File: config.mk
export PLATFORM = sky130hd
export DESIGN_NAME = swap_req_scheduler_flat
export DESIGN_NICKNAME = d
export VERILOG_FILES = /design/src/rtl/swap_req_scheduler_if.sv /design/src/rtl/swap_req_scheduler.sv /design/src/flat_wrapper.sv
export SDC_FILE = /design/constraint.sdc
export NUM_CORES = 1
export LEC_CHECK = 0
export CORE_MARGIN = 4
export CORE_UTILIZATION = 52
export DETAILED_ROUTE_END_ITERATION = 6
export GPL_TIMING_DRIVEN = 0
export PLACE_DENSITY = 0.87
export SLEW_MARGIN = 5
export SYNTH_ARGS = -nofsm -noshare
export SYNTH_HDL_FRONTEND = slang
export SYNTH_SLANG_ARGS = --single-unit
File: constraint.sdc
create_clock -name clk -period 3.1 [get_ports clk]
set_input_delay 0.62 -clock clk [delete_from_list [all_inputs] [get_ports clk]]
set_output_delay 0.62 -clock clk [all_outputs]
set_load 0.01 [all_outputs]
File: src/rtl/swap_req_scheduler_if.sv
// Request/issue/status bundle between a swap-request producer, the swap FSM
// and swap_req_scheduler. The slave modport is the scheduler's view.
interface swap_req_scheduler_if #(
  parameter int ADDR_W = 3,
  parameter int DEPTH  = 4,
  parameter int CNT_W  = 8
);
  localparam int LVL_W = $clog2(DEPTH) + 1;

  logic              req_valid;
  logic              req_ready;
  logic [ADDR_W-1:0] req_addr_a;
  logic [ADDR_W-1:0] req_addr_b;
  logic              swap;
  logic              fsm_w;
  logic [ADDR_W-1:0] addr_a;
  logic [ADDR_W-1:0] addr_b;
  logic              busy;
  logic [LVL_W-1:0]  level;
  logic              done;
  logic [CNT_W-1:0]  done_cnt;
  logic              err;

  modport master (
    output req_valid, req_addr_a, req_addr_b, fsm_w,
    input  req_ready, swap, addr_a, addr_b, busy, level, done, done_cnt, err
  );

  modport slave (
    input  req_valid, req_addr_a, req_addr_b, fsm_w,
    output req_ready, swap, addr_a, addr_b, busy, level, done, done_cnt, err
  );
endinterface

File: src/rtl/swap_req_scheduler.sv
// Queues swap requests and issues them one at a time to the memory-swap FSM.
// Optional SWAP_SKIP_SAME_EN: requests with addr_a == addr_b are dropped in IDLE.
module swap_req_scheduler #(
  parameter int ADDR_W = 3,
  parameter int DEPTH  = 4,
  parameter int CNT_W  = 8
) (
  input logic                 clk,
  input logic                 reset_n,
  swap_req_scheduler_if.slave bus
);
  // state | meaning
  // IDLE  | waiting for a queued request while the swap FSM is idle
  // ISSUE | swap pulse is high this cycle
  // ARM   | expecting the swap FSM to have left idle (fsm_w high)
  // RUN   | swap FSM busy; completion on fsm_w falling
  typedef enum logic [1:0] {
    S_IDLE  = 2'd0,
    S_ISSUE = 2'd1,
    S_ARM   = 2'd2,
    S_RUN   = 2'd3
  } state_t;

  localparam int PTR_W = $clog2(DEPTH);
  localparam int LVL_W = PTR_W + 1;
  localparam logic [LVL_W-1:0] LVL_FULL = LVL_W'(DEPTH);

  logic [ADDR_W-1:0] r_mem_a [DEPTH];
  logic [ADDR_W-1:0] r_mem_b [DEPTH];
  logic [PTR_W-1:0]  r_wr_ptr;
  logic [PTR_W-1:0]  r_rd_ptr;
  logic [LVL_W-1:0]  r_level;

  state_t            r_state;
  logic              r_swap;
  logic              r_done;
  logic              r_err;
  logic [CNT_W-1:0]  r_done_cnt;
  logic [ADDR_W-1:0] r_addr_a;
  logic [ADDR_W-1:0] r_addr_b;

  logic              w_full;
  logic              w_nonempty;
  logic              w_push;
  logic              w_pop;
  logic              w_load;
  logic              w_err_set;
  logic              w_done_set;
  logic [ADDR_W-1:0] w_head_a;
  logic [ADDR_W-1:0] w_head_b;
  state_t            w_state_nxt;

  // Full is judged on the registered level only: a same-cycle pop never frees a slot.
  assign w_full     = (r_level == LVL_FULL);
  assign w_nonempty = (r_level != '0);
  assign w_push     = bus.req_valid && !w_full;
  assign w_head_a   = r_mem_a[r_rd_ptr];
  assign w_head_b   = r_mem_b[r_rd_ptr];

  always_ff @(posedge clk) begin
    if (w_push) begin
      r_mem_a[r_wr_ptr] <= bus.req_addr_a;
      r_mem_b[r_wr_ptr] <= bus.req_addr_b;
    end
  end

  always_ff @(posedge clk or negedge reset_n) begin
    if (!reset_n) begin
      r_wr_ptr <= '0;
      r_rd_ptr <= '0;
      r_level  <= '0;
    end else begin
      if (w_push) r_wr_ptr <= r_wr_ptr + PTR_W'(1);
      if (w_pop)  r_rd_ptr <= r_rd_ptr + PTR_W'(1);
      case ({w_push, w_pop})
        2'b10:   r_level <= r_level + LVL_W'(1);
        2'b01:   r_level <= r_level - LVL_W'(1);
        default: r_level <= r_level;
      endcase
    end
  end

  always_ff @(posedge clk or negedge reset_n) begin
    if (!reset_n) r_state <= S_IDLE;
    else          r_state <= w_state_nxt;
  end

  always_comb begin
    w_state_nxt = r_state;
    w_pop       = 1'b0;
    w_load      = 1'b0;
    w_err_set   = 1'b0;
    w_done_set  = 1'b0;
    case (r_state)
      S_IDLE: begin
        if (w_nonempty && !bus.fsm_w) begin
          w_pop = 1'b1;
`ifdef SWAP_SKIP_SAME_EN
          if (w_head_a != w_head_b) begin
            w_load      = 1'b1;
            w_state_nxt = S_ISSUE;
          end
`else
          w_load      = 1'b1;
          w_state_nxt = S_ISSUE;
`endif
        end
      end
      S_ISSUE: w_state_nxt = S_ARM;
      S_ARM: begin
        if (bus.fsm_w) begin
          w_state_nxt = S_RUN;
        end else begin
          w_err_set   = 1'b1;
          w_state_nxt = S_IDLE;
        end
      end
      S_RUN: begin
        if (!bus.fsm_w) begin
          w_done_set  = 1'b1;
          w_state_nxt = S_IDLE;
        end
      end
      default: w_state_nxt = S_IDLE;
    endcase
  end

  always_ff @(posedge clk or negedge reset_n) begin
    if (!reset_n) begin
      r_swap     <= 1'b0;
      r_done     <= 1'b0;
      r_err      <= 1'b0;
      r_done_cnt <= '0;
      r_addr_a   <= '0;
      r_addr_b   <= '0;
    end else begin
      r_swap <= (w_state_nxt == S_ISSUE);
      r_done <= w_done_set;
      if (w_err_set)  r_err      <= 1'b1;
      if (w_done_set) r_done_cnt <= r_done_cnt + CNT_W'(1);
      if (w_load) begin
        r_addr_a <= w_head_a;
        r_addr_b <= w_head_b;
      end
    end
  end

  assign bus.req_ready = !w_full;
  assign bus.swap      = r_swap;
  assign bus.addr_a    = r_addr_a;
  assign bus.addr_b    = r_addr_b;
  assign bus.busy      = (r_state != S_IDLE);
  assign bus.level     = r_level;
  assign bus.done      = r_done;
  assign bus.done_cnt  = r_done_cnt;
  assign bus.err       = r_err;
endmodule

File: src/flat_wrapper.sv
// flat-port wrapper written by rule: the top's interface ports become plain ports
module swap_req_scheduler_flat 
#(
  parameter int ADDR_W = 3,
  parameter int DEPTH  = 4,
  parameter int CNT_W  = 8
)
  (clk, reset_n, bus_req_valid, bus_req_addr_a, bus_req_addr_b, bus_fsm_w, bus_req_ready, bus_swap, bus_addr_a, bus_addr_b, bus_busy, bus_level, bus_done, bus_done_cnt, bus_err);
  swap_req_scheduler_if #(.ADDR_W(ADDR_W), .DEPTH(DEPTH), .CNT_W(CNT_W)) bus_i ();
  input logic clk;
  input logic reset_n;
  input wire logic [$bits(bus_i.req_valid)-1:0] bus_req_valid;
  input wire logic [$bits(bus_i.req_addr_a)-1:0] bus_req_addr_a;
  input wire logic [$bits(bus_i.req_addr_b)-1:0] bus_req_addr_b;
  input wire logic [$bits(bus_i.fsm_w)-1:0] bus_fsm_w;
  output wire logic [$bits(bus_i.req_ready)-1:0] bus_req_ready;
  output wire logic [$bits(bus_i.swap)-1:0] bus_swap;
  output wire logic [$bits(bus_i.addr_a)-1:0] bus_addr_a;
  output wire logic [$bits(bus_i.addr_b)-1:0] bus_addr_b;
  output wire logic [$bits(bus_i.busy)-1:0] bus_busy;
  output wire logic [$bits(bus_i.level)-1:0] bus_level;
  output wire logic [$bits(bus_i.done)-1:0] bus_done;
  output wire logic [$bits(bus_i.done_cnt)-1:0] bus_done_cnt;
  output wire logic [$bits(bus_i.err)-1:0] bus_err;
  assign bus_i.req_valid = bus_req_valid;
  assign bus_i.req_addr_a = bus_req_addr_a;
  assign bus_i.req_addr_b = bus_req_addr_b;
  assign bus_i.fsm_w = bus_fsm_w;
  assign bus_req_ready = bus_i.req_ready;
  assign bus_swap = bus_i.swap;
  assign bus_addr_a = bus_i.addr_a;
  assign bus_addr_b = bus_i.addr_b;
  assign bus_busy = bus_i.busy;
  assign bus_level = bus_i.level;
  assign bus_done = bus_i.done;
  assign bus_done_cnt = bus_i.done_cnt;
  assign bus_err = bus_i.err;
  swap_req_scheduler #(.ADDR_W(ADDR_W), .DEPTH(DEPTH), .CNT_W(CNT_W)) u_core (.clk(clk), .reset_n(reset_n), .bus(bus_i));
endmodule
# [Word level (Yosys, flattened, before mapping)]
# Memory sizes are Yosys's and may differ from the RTL's. A register that Yosys moved wholly into a read port is not among the register bits.
# Cells that the tools add are included.
[word_totals] register_bits=20 ramBits=24 out_inout_bits=22 word_cells=44 n_memories=2
[op_classes] addsub=5 n_eq_ne=7 n_mux=12 reduce_logical=10
[memory_table] name="u_core.r_mem_a" depth=4 word_bits=3 read_ports=1 rd_ports_with_merged_regs=1 wr=1 line="swap_req_scheduler.sv:28" text="logic [ADDR_W-1:0] r_mem_a [DEPTH];"
[memory_table] name="u_core.r_mem_b" depth=4 word_bits=3 read_ports=1 rd_ports_with_merged_regs=1 wr=1 line="swap_req_scheduler.sv:29" text="logic [ADDR_W-1:0] r_mem_b [DEPTH];"
[ops] cell="adder 8 x 1 -> 8 bit, second input constant" n=1
[ops] cell="case mux 2 bit (4 select lines)" n=1
[ops] cell="two-way mux 1 bit" n=7
[ops] cell="== test 2 x 1 -> 1 bit, second input constant" n=3
[ops] cell="== test 2 bit, second input constant" n=3
[ops] cell="two-way mux 2 bit" n=3
[ops] cell="case mux 3 bit (2 select lines)" n=1
[ops] cell="adder 2 x 1 -> 2 bit, second input constant" n=2
[ops] cell="logical NOT 1 bit" n=4
[ops] cell="nonzero test 2 bit" n=2
[ops] cell="adder 3 x 1 -> 3 bit, second input constant" n=1
[ops] cell="== test 3 bit, second input constant" n=1
[ops] cell="nonzero test 3 bit" n=1
[ops] cell="subtractor 3 x 1 -> 3 bit, second input constant" n=1
[ops] cell="logical AND 1 bit" n=2
[ops] cell="logical NOT 2 bit" n=1

# [Longest topological paths before layout]
# Gate-level depths: netlist of the first run.
[logic_depth] word_depth=6 depth_mapped=9 ltp_nobuf=9

# [Worst setup path before layout of the first run]
# OpenSTA, ideal clock, no wires.
[synth_path] kind="reg-to-reg" startpoint="reg u_core.r_level[0], in the netlist u_core.bus.level[0]" endpoint="reg u_core.r_level[2], in the netlist u_core.bus.level[2]" setup_ps=79 arrival_ps=2142 required_time_ps=3021 slack_ps=878 stages_incl_launch_ff=10 path_buffers=0 synth_period_minus_slack_ps=2222 path_cell_list="dfrtp_1 > or3b_1 > and2_1 > inv_1 > ha_1 > inv_1 > fa_1 > xor2_1 > nor2_1 > xor2_1"
[synth_via] word_cells_on_any_way=13 classes_between="add/sub (2); eq/ne (3); mux (3); reduce/logical (5)"
[synth_rtl] item="start, declared" line="swap_req_scheduler.sv:32" text="logic [LVL_W-1:0] r_level;"
[synth_rtl] item="start signal, assigned" line="swap_req_scheduler.sv:76" text="2'b10: r_level <= r_level + LVL_W'(1);"
[synth_rtl] item="start signal, assigned" line="swap_req_scheduler.sv:77" text="2'b01: r_level <= r_level - LVL_W'(1);"
[synth_rtl] item="start signal, assigned" line="swap_req_scheduler.sv:78" text="default: r_level <= r_level;"
[synth_rtl] item="== test 3 bit *" line="swap_req_scheduler.sv:54" text="assign w_full = (r_level == LVL_FULL);"
[synth_rtl] item="logical NOT 1 bit *"
[synth_rtl] item="named net bus_req_ready" line="flat_wrapper.sv:16" text="output wire logic [$bits(bus_i.req_ready)-1:0] bus_req_ready;"
[synth_rtl] item="logical AND 1 bit *" line="swap_req_scheduler.sv:56" text="assign w_push = bus.req_valid && !w_full;"
[synth_rtl] item="== test 2 x 1 -> 1 bit / == test 2 bit (equally long branches)" line="swap_req_scheduler.sv:75" text="case ({w_push, w_pop})"
[synth_rtl] item="case mux 3 bit (2 select lines) / nonzero test 2 bit (equally long branches)"
# Mark *: on every way through the listed nets, which the timed path passes. The rest lies on a longest branch.
# A chain may end at the register's enable or synchronous reset.

# [Worst setup path after layout of the first run]
[layout_path] startpoint="in bus_fsm_w" endpoint="reg u_core.r_level[2], in the netlist u_core.bus.level[2]"
[layout_via] elab_chain_cells=6 word_cells_on_any_way=8 classes_between="eq/ne (2); mux (3); reduce/logical (3)"
[layout_rtl] item="start, declared" line="flat_wrapper.sv:15" text="input wire logic [$bits(bus_i.fsm_w)-1:0] bus_fsm_w;"
[layout_rtl] item="logical NOT 1 bit *" line="swap_req_scheduler.sv:96" text="if (w_nonempty && !bus.fsm_w) begin"
[layout_rtl] item="logical AND 1 bit *" line="swap_req_scheduler.sv:96"
[layout_rtl] item="two-way mux 1 bit * (2 in series)"
[layout_rtl] item="named net u_core.w_load" line="swap_req_scheduler.sv:46" text="logic w_load;"
[layout_rtl] item="== test 2 x 1 -> 1 bit / == test 2 bit (equally long branches)" line="swap_req_scheduler.sv:75"
[layout_rtl] item="case mux 3 bit (2 select lines) / nonzero test 2 bit (equally long branches)"
# Marked as above.

==> results of run 1 <==
==> metal layers <==
metal / share of wire [%] / wire length (µm)
met4: 2.4 / 83
met1: 40 / 1395
met3: 4.4 / 155
met5: 0 / 0
met2: 54 / 1889
==> synthesized netlist by cell type, types with 2 or more instances <==
library cell   n
and4_1         2
dfrtp_1       26
mux4_2         6
and3_1         5
mux2_2         9
nand4_1        2
ha_1           6
xnor2_1        8
inv_1          6
edfxtp_1      24
nand3_1        3
buf_2          2
nor3_1         2
xor2_1         5
==> power groups by stage <==
stage	sequential, mW	clock (mW)	combinational (mW)
finish	1.04	0.524	0.856
global route	1.06	0.563	0.943
CTS	1.04	0.537	0.874
floorplan	1.07	0	0.479
detailed placement	1.05	0	0.867
global placement	1.03	0	0.831
==> cells in the final DEF, fill, tap and decap left out, drive strengths merged <==
cell           count
clkdlybuf4s50     30
dfrtp             26
edfxtp            24
mux2               9
xnor2              8
inv                6
mux4               6
ha                 6
clkbuf             6
and3               5
xor2               5
buf                4
nand3              3
nor3               3
and4               2
nand4              2
bufinv             2
or2                2
a21o               1
or3b               1
and2               1
and3b              1
mux2i              1
nor2               1
nor4b              1
nor3b              1
nand2              1
fa                 1
clkinv             1
==> layout make-up <==
cell class / count / area, µm²
plain buffers: 4 / 17.52
clock buffers: 5 / 68.82
inverters: 6 / 22.52
flip-flops and latches: 50 / 1371
clock inverters: 3 / 63.81
well taps: 48 / 60.06
multi-input cells: 61 / 628.1
fillers: 255 / 1179
repair buffers: 31 / 305.3
==> critical path, cell delays in order <==
cell	delay, ps
clkdlybuf4s50_1	540
nor3_4	530
ha_1	280
inv_1	70
fa_1	380
xor2_1	150
nor2_1	110
xor2_1	150
==> kinds of logic (layout without fill, tap and decap cells) <==
kind of cell,count (synthesis),in the layout,share of synthesized area [%]
buffers and inverters,10,49,1.963
AND/OR/NAND/NOR,24,24,8.037
multiplexers,16,16,12.09
adder cells (fa/ha/maj),7,7,4.663
flip-flops,50,50,67.24
XOR/XNOR,13,13,5.583
AO/OA/AOI/OAI,1,1,0.4295
==> registers in the layout, summed over array words and instances (netlist names) <==
| name | cells |
|---|---|
| u_core.bus.addr_a | 3 |
| u_core.bus.addr_b | 3 |
| u_core.bus.done | 1 |
| u_core.bus.done_cnt | 8 |
| u_core.bus.err | 1 |
| u_core.bus.level | 3 |
| u_core.bus.swap | 1 |
| u_core.r_mem_a | 12 |
| u_core.r_mem_b | 12 |
| u_core.r_rd_ptr | 2 |
| u_core.r_state | 2 |
| u_core.r_wr_ptr | 2 |
==> how the worst max path moves through the flow <==
stage               slack (ps)  depth (start not counted)                         endpoint                       startpoint
global route               400                          8  u_core.bus.level[2]$_DFFE_PN0P_                        bus_fsm_w
CTS                        500                          8  u_core.bus.level[2]$_DFFE_PN0P_                        bus_fsm_w
finish                     500                          8  u_core.bus.level[2]$_DFFE_PN0P_                        bus_fsm_w
detailed placement         200                          8  u_core.bus.level[2]$_DFFE_PN0P_                        bus_fsm_w
global placement           260                          8  u_core.bus.level[2]$_DFFE_PN0P_                        bus_fsm_w
floorplan                  880                          9  u_core.bus.level[2]$_DFFE_PN0P_  u_core.bus.level[0]$_DFFE_PN0P_
==> metrics by stage <==
step / worst slack [ps] / area [µm²] / power [mW] / std cells / util [%]
final: 498.4 / 2537 / 2.415 / 208 / 68.28
after global routing: 403.1 / 2537 / 2.569 / 208 / 68.28
after CTS: 496.7 / 2542 / 2.449 / 208 / 68.42
after detailed placement: 196.3 / 2410 / 1.920 / 200 / 64.85
after global placement: 261.7 / 2410 / 1.861 / 200 / 64.85
after floorplan: 878.4 / 2039 / 1.544 / 121 / -
==> run metrics, run 1 <==
clk slew on worst S/H paths=90 ps; Pint=1.702 mW; worst r2r dst=u_core.bus.level[2]$_DFFE_PN0P_; Comb pwr share=35.4%; max-slew violations=0; Root Driver=clkbuf_8; ys async rst share=52.00%; IO Pins=32; Final Cycle Share=83.92%; PortBufs=31; via count=1109; sequential-to-total area share from yosys stat=67.24%; placeable core region=0.003716 mm²; HP Class=input port to async pin; Num CTS Buffers=5; Pleak=1.007 nW; number of synthesized register bits=50; clock power share=21.7%; full die area=0.004988 mm²; crit path DAT=2830 ps; status=completed; DRT Pass-1 Iters=4; antenna violations before repair=0; setup violators final=0; gr usage total=16.19%; syn avg cell area=16.86 µm²; remaining antenna violation count after routing=0; clk_skew=8.343 ps; YS warnings=0; mapped cell area=0.002039 mm²; vias per cell=5.332; met2 Use GR=27.23%; RSZ-0062 raised after global routing=no; VDD IR max=0.5811 mV; max-cap viol count=0; Main synth FF type=dfrtp_1; synth unique cells=29; nets=176; drt wl/cell=16.94 µm; Worst R2R Setup Slack=630 ps; Die Wd=70.63 µm; Post-DP HPWL=2.562 mm; Worst Path Required=3330 ps; CP Max Fanout=9; DRC=0; Final min period=2602 ps; Post-CTS Resized=0; Power Dens Cells=951.8 mW/mm²; Slew @ Worst Pin=581.5 ps; met1 GRT Util=19.40%; Synth area leader=edfxtp_1; Sequential Power Share=42.9%; FMAX=0.3844 GHz; worst r2r src=u_core.r_state[1]$_DFF_PN0_; Worst slew margin=61.23%; GRT overflow=0; CTS tree=done; area grow syn2layout=24.42%; H-tree level count=2; met3 usage=4.119%; setup tns final=0 ps; WL final=3.524 mm; syn_nets=138; synthesized netlist cell count=121; vias in the first global route=1220; GRT busiest layer=met2; violation count after the first detailed-routing iteration=47; Setup crit start kind=input port; Sw Ratio=29.53%; synth top area cells=edfxtp_1 (35%), dfrtp_1 (32%), mux4_2 (6.6%); Site Rows=22; Diodes inserted=0; Hold-fix buffers, CTS=0; global-route wire length before repair=6.009 mm; Psw=713.1 µW; worst hold slack=297.2 ps; clk buf depth=2; FF-to-FF path depth=9; CTS sink count=50; Setup CP Type=input port to register; final hold viol count=0; worst-skew pair later-pin latency=300 ps; Initial Util=54.88%; Setup crit end kind=register; Post-CTS Setup Bufs=0; die height=70.63 µm; pin count of the biggest net entering global routing=27; share of the synthesized area in the top cell type=35.34%; share of cells above drive strength 1=18.13%; Post-synth EDFFs=24; routability cong.=0.7159
No activity file was read; power rests on OpenSTA's default activity.
==> run 2: changes to the inputs <==
Clock period 3.1 ns to 2.7 ns, I/O delays scaled along.
==> results of run 2 <==
The final DEF is identical to that of run 1. Status: completed.
Among the figures that moved: setup slack after placement 196.3 ps -> -123.7 ps; setup slack after layout 498.4 ps -> 178.4 ps; hold slack 297.2 ps -> 217.2 ps; register-to-register setup slack 630 ps -> 230 ps; total power 2.415 mW -> 2.773 mW; worst IR drop on VDD 0.5811 mV -> 0.6672 mV
==> run 3: changes to the inputs <==
Clock period 2.7 ns to 2.6 ns, I/O delays scaled along.
==> results of run 3 <==
The final DEF is identical to that of run 1. Status: completed.
Among the figures that moved: setup slack after placement 196.3 ps -> -203.7 ps; setup slack after layout 498.4 ps -> 98.42 ps; hold slack 297.2 ps -> 197.2 ps; register-to-register setup slack 630 ps -> 130 ps; total power 2.415 mW -> 2.880 mW; worst IR drop on VDD 0.5811 mV -> 0.6929 mV
==> RTL change: new RTL, config.mk and constraints of run 1 <==
Re-encode `state_t` (4 states) as one-hot, 4 bits wide.
--- a/src/rtl/swap_req_scheduler.sv
+++ b/src/rtl/swap_req_scheduler.sv
@@ -14,11 +14,11 @@
   // ISSUE | swap pulse is high this cycle
   // ARM   | expecting the swap FSM to have left idle (fsm_w high)
   // RUN   | swap FSM busy; completion on fsm_w falling
-  typedef enum logic [1:0] {
-    S_IDLE  = 2'd0,
-    S_ISSUE = 2'd1,
-    S_ARM   = 2'd2,
-    S_RUN   = 2'd3
+  typedef enum logic [3:0] {
+    S_IDLE  = 4'b0001,
+    S_ISSUE = 4'b0010,
+    S_ARM   = 4'b0100,
+    S_RUN   = 4'b1000
   } state_t;
 
   localparam int PTR_W = $clog2(DEPTH);
Formal check against the unedited RTL: no difference found for any inputs over 10 cycles, from zero or initial values and one cycle with reset_n low; not proved beyond that.
==> RTL change against run 1 <==
  * Synthesized cell count up 8.3%
  * Global-route usage about the same
  * Highest routed layer unchanged
  * Synthesized area up 4.4%
  * Final cell count up 4.8%
  * Setup slack worse by 0.27 ns
  * Final area up 2.0%
  * Routed wire length up 5.0%
  * Power down 5.4%
  * Fmax down 9.3%
  * Sequential cell count up 2
  * Register-to-register slack worse by 0.40 ns
  * Combinational power about the same
==> RTL change: results <==
[global_routing]
grtUsageTotal_pct = 16.2
grt_pass1_vias = 1319
use_met3_pct = 3.19
grtUsageMet2_pct = 26.0
grt_use_met1_pct = 21.5
grt_first_pass_wirelength_um = 6400

[synthesis]
synthesis.nets = 148
synth_common_cells = dfrtp_1 (27), edfxtp_1 (24), xor2_1 (10)
ys_seq_area_share_pct = 66.8
yosys-top-cells-area = edfxtp_1 (34%), dfrtp_1 (32%), mux4_2 (6.3%)
async_reset_ff_share_pct = 53.8

[layout]
drive_gt1_share_pct = 15.3
fillers = 259

[cts]
path_clk_slew_ns = 0.09

[sta]
fin_skew_ns = 0.00533
hold_ws_ns = 0.335
relSlewSlack_pct = 57.5
finalWorstSetupSlack_ns = 0.230

[detailed_routing]
drtIter0Drc = 92
vias = 1197

[pwr]
ir_drop_mv = 0.580
p_leak_nw = 1.01

[placement]
place_area_um2 = 2500
place.gp.congestion = 0.718
place_worst_setup_slack_ns = 0.0968
dp.final_hpwl_um = 2690

[setup_path]
rr_startpoint = u_core.r_state[0]
cp_max_fo = 9
crit_slowest_cell = dfstp_2
cpPeakStageDelay_ns = 0.57

[outcome]
status = completed
[RTL change: report_power, final]
part | switching (mW) | total (mW) | internal [mW]
Combinational | 0.392 | 0.854 | 0.463
Sequential | 0.109 | 1.04 | 0.927
Clock | 0.212 | 0.394 | 0.182
[RTL change: routing by layer]
metal | wire length [um] | share of wire (%) | up-vias
li1 | - | - | 559
met1 | 1610 | 44 | 604
met2 | 1890 | 51 | 28
met3 | 140 | 3.8 | 6
met4 | 59 | 1.6 | 0
met5 | 0 | 0 | -
[RTL change: logic make-up (layout without fill, tap and decap cells)]
| kind of cell | Yosys count | in the layout | synth area share [%] |
|---|---|---|---|
| XOR/XNOR | 14 | 14 | 5.76 |
| AND/OR/NAND/NOR | 31 | 31 | 9.52 |
| buffers and inverters | 11 | 50 | 2.00 |
| multiplexers | 15 | 15 | 11.0 |
| adder cells (fa/ha/maj) | 7 | 7 | 4.47 |
| AO/OA/AOI/OAI | 1 | 1 | 0.411 |
| flip-flops | 52 | 52 | 66.8 |
[RTL change: worst max-delay path, delay by kind of cell, from the launching register on]
kind                       cells  cell delay [ns]
and+or+nand+nor                3             1.02
adders and majority gates      2             0.66
xor gates and xnor gates       2             0.32
DFF                            1             0.57
buffers and inverters          2             0.23
[RTL change: cell type report]
class,count,share of cell area [%]
buffer,4,0.628
clock buffer,7,3.33
clock inverter,1,0.290
inverter,7,1.01
multi-input combinational,68,25.7
sequential,52,55.0
tap,48,2.32
timing repair buffer,31,11.8
[RTL change: how the worst max path moves through the flow]
stage / startpoint / endpoint / slack [ns] / cells after the start
floorplan: u_core.r_state[0] / u_core.bus.level[2] / 0.53 / 9
global placement: bus_fsm_w / u_core.bus.level[2] / 0.24 / 8
detailed placement: bus_fsm_w / u_core.bus.level[2] / 0.1 / 8
CTS: u_core.r_state[0] / u_core.bus.level[2] / 0.17 / 9
global route: u_core.r_state[0] / u_core.bus.level[2] / 0.05 / 9
finish: u_core.r_state[0] / u_core.bus.level[2] / 0.23 / 9
[RTL change: per-stage QoR]
step           util [%]  cells
2_1_floorplan         -    131
3_3_place_gp       65.8    210
3_5_place_dp       65.8    210
4_1_cts            68.3    218
5_1_grt            68.1    218
6_report           68.1    218
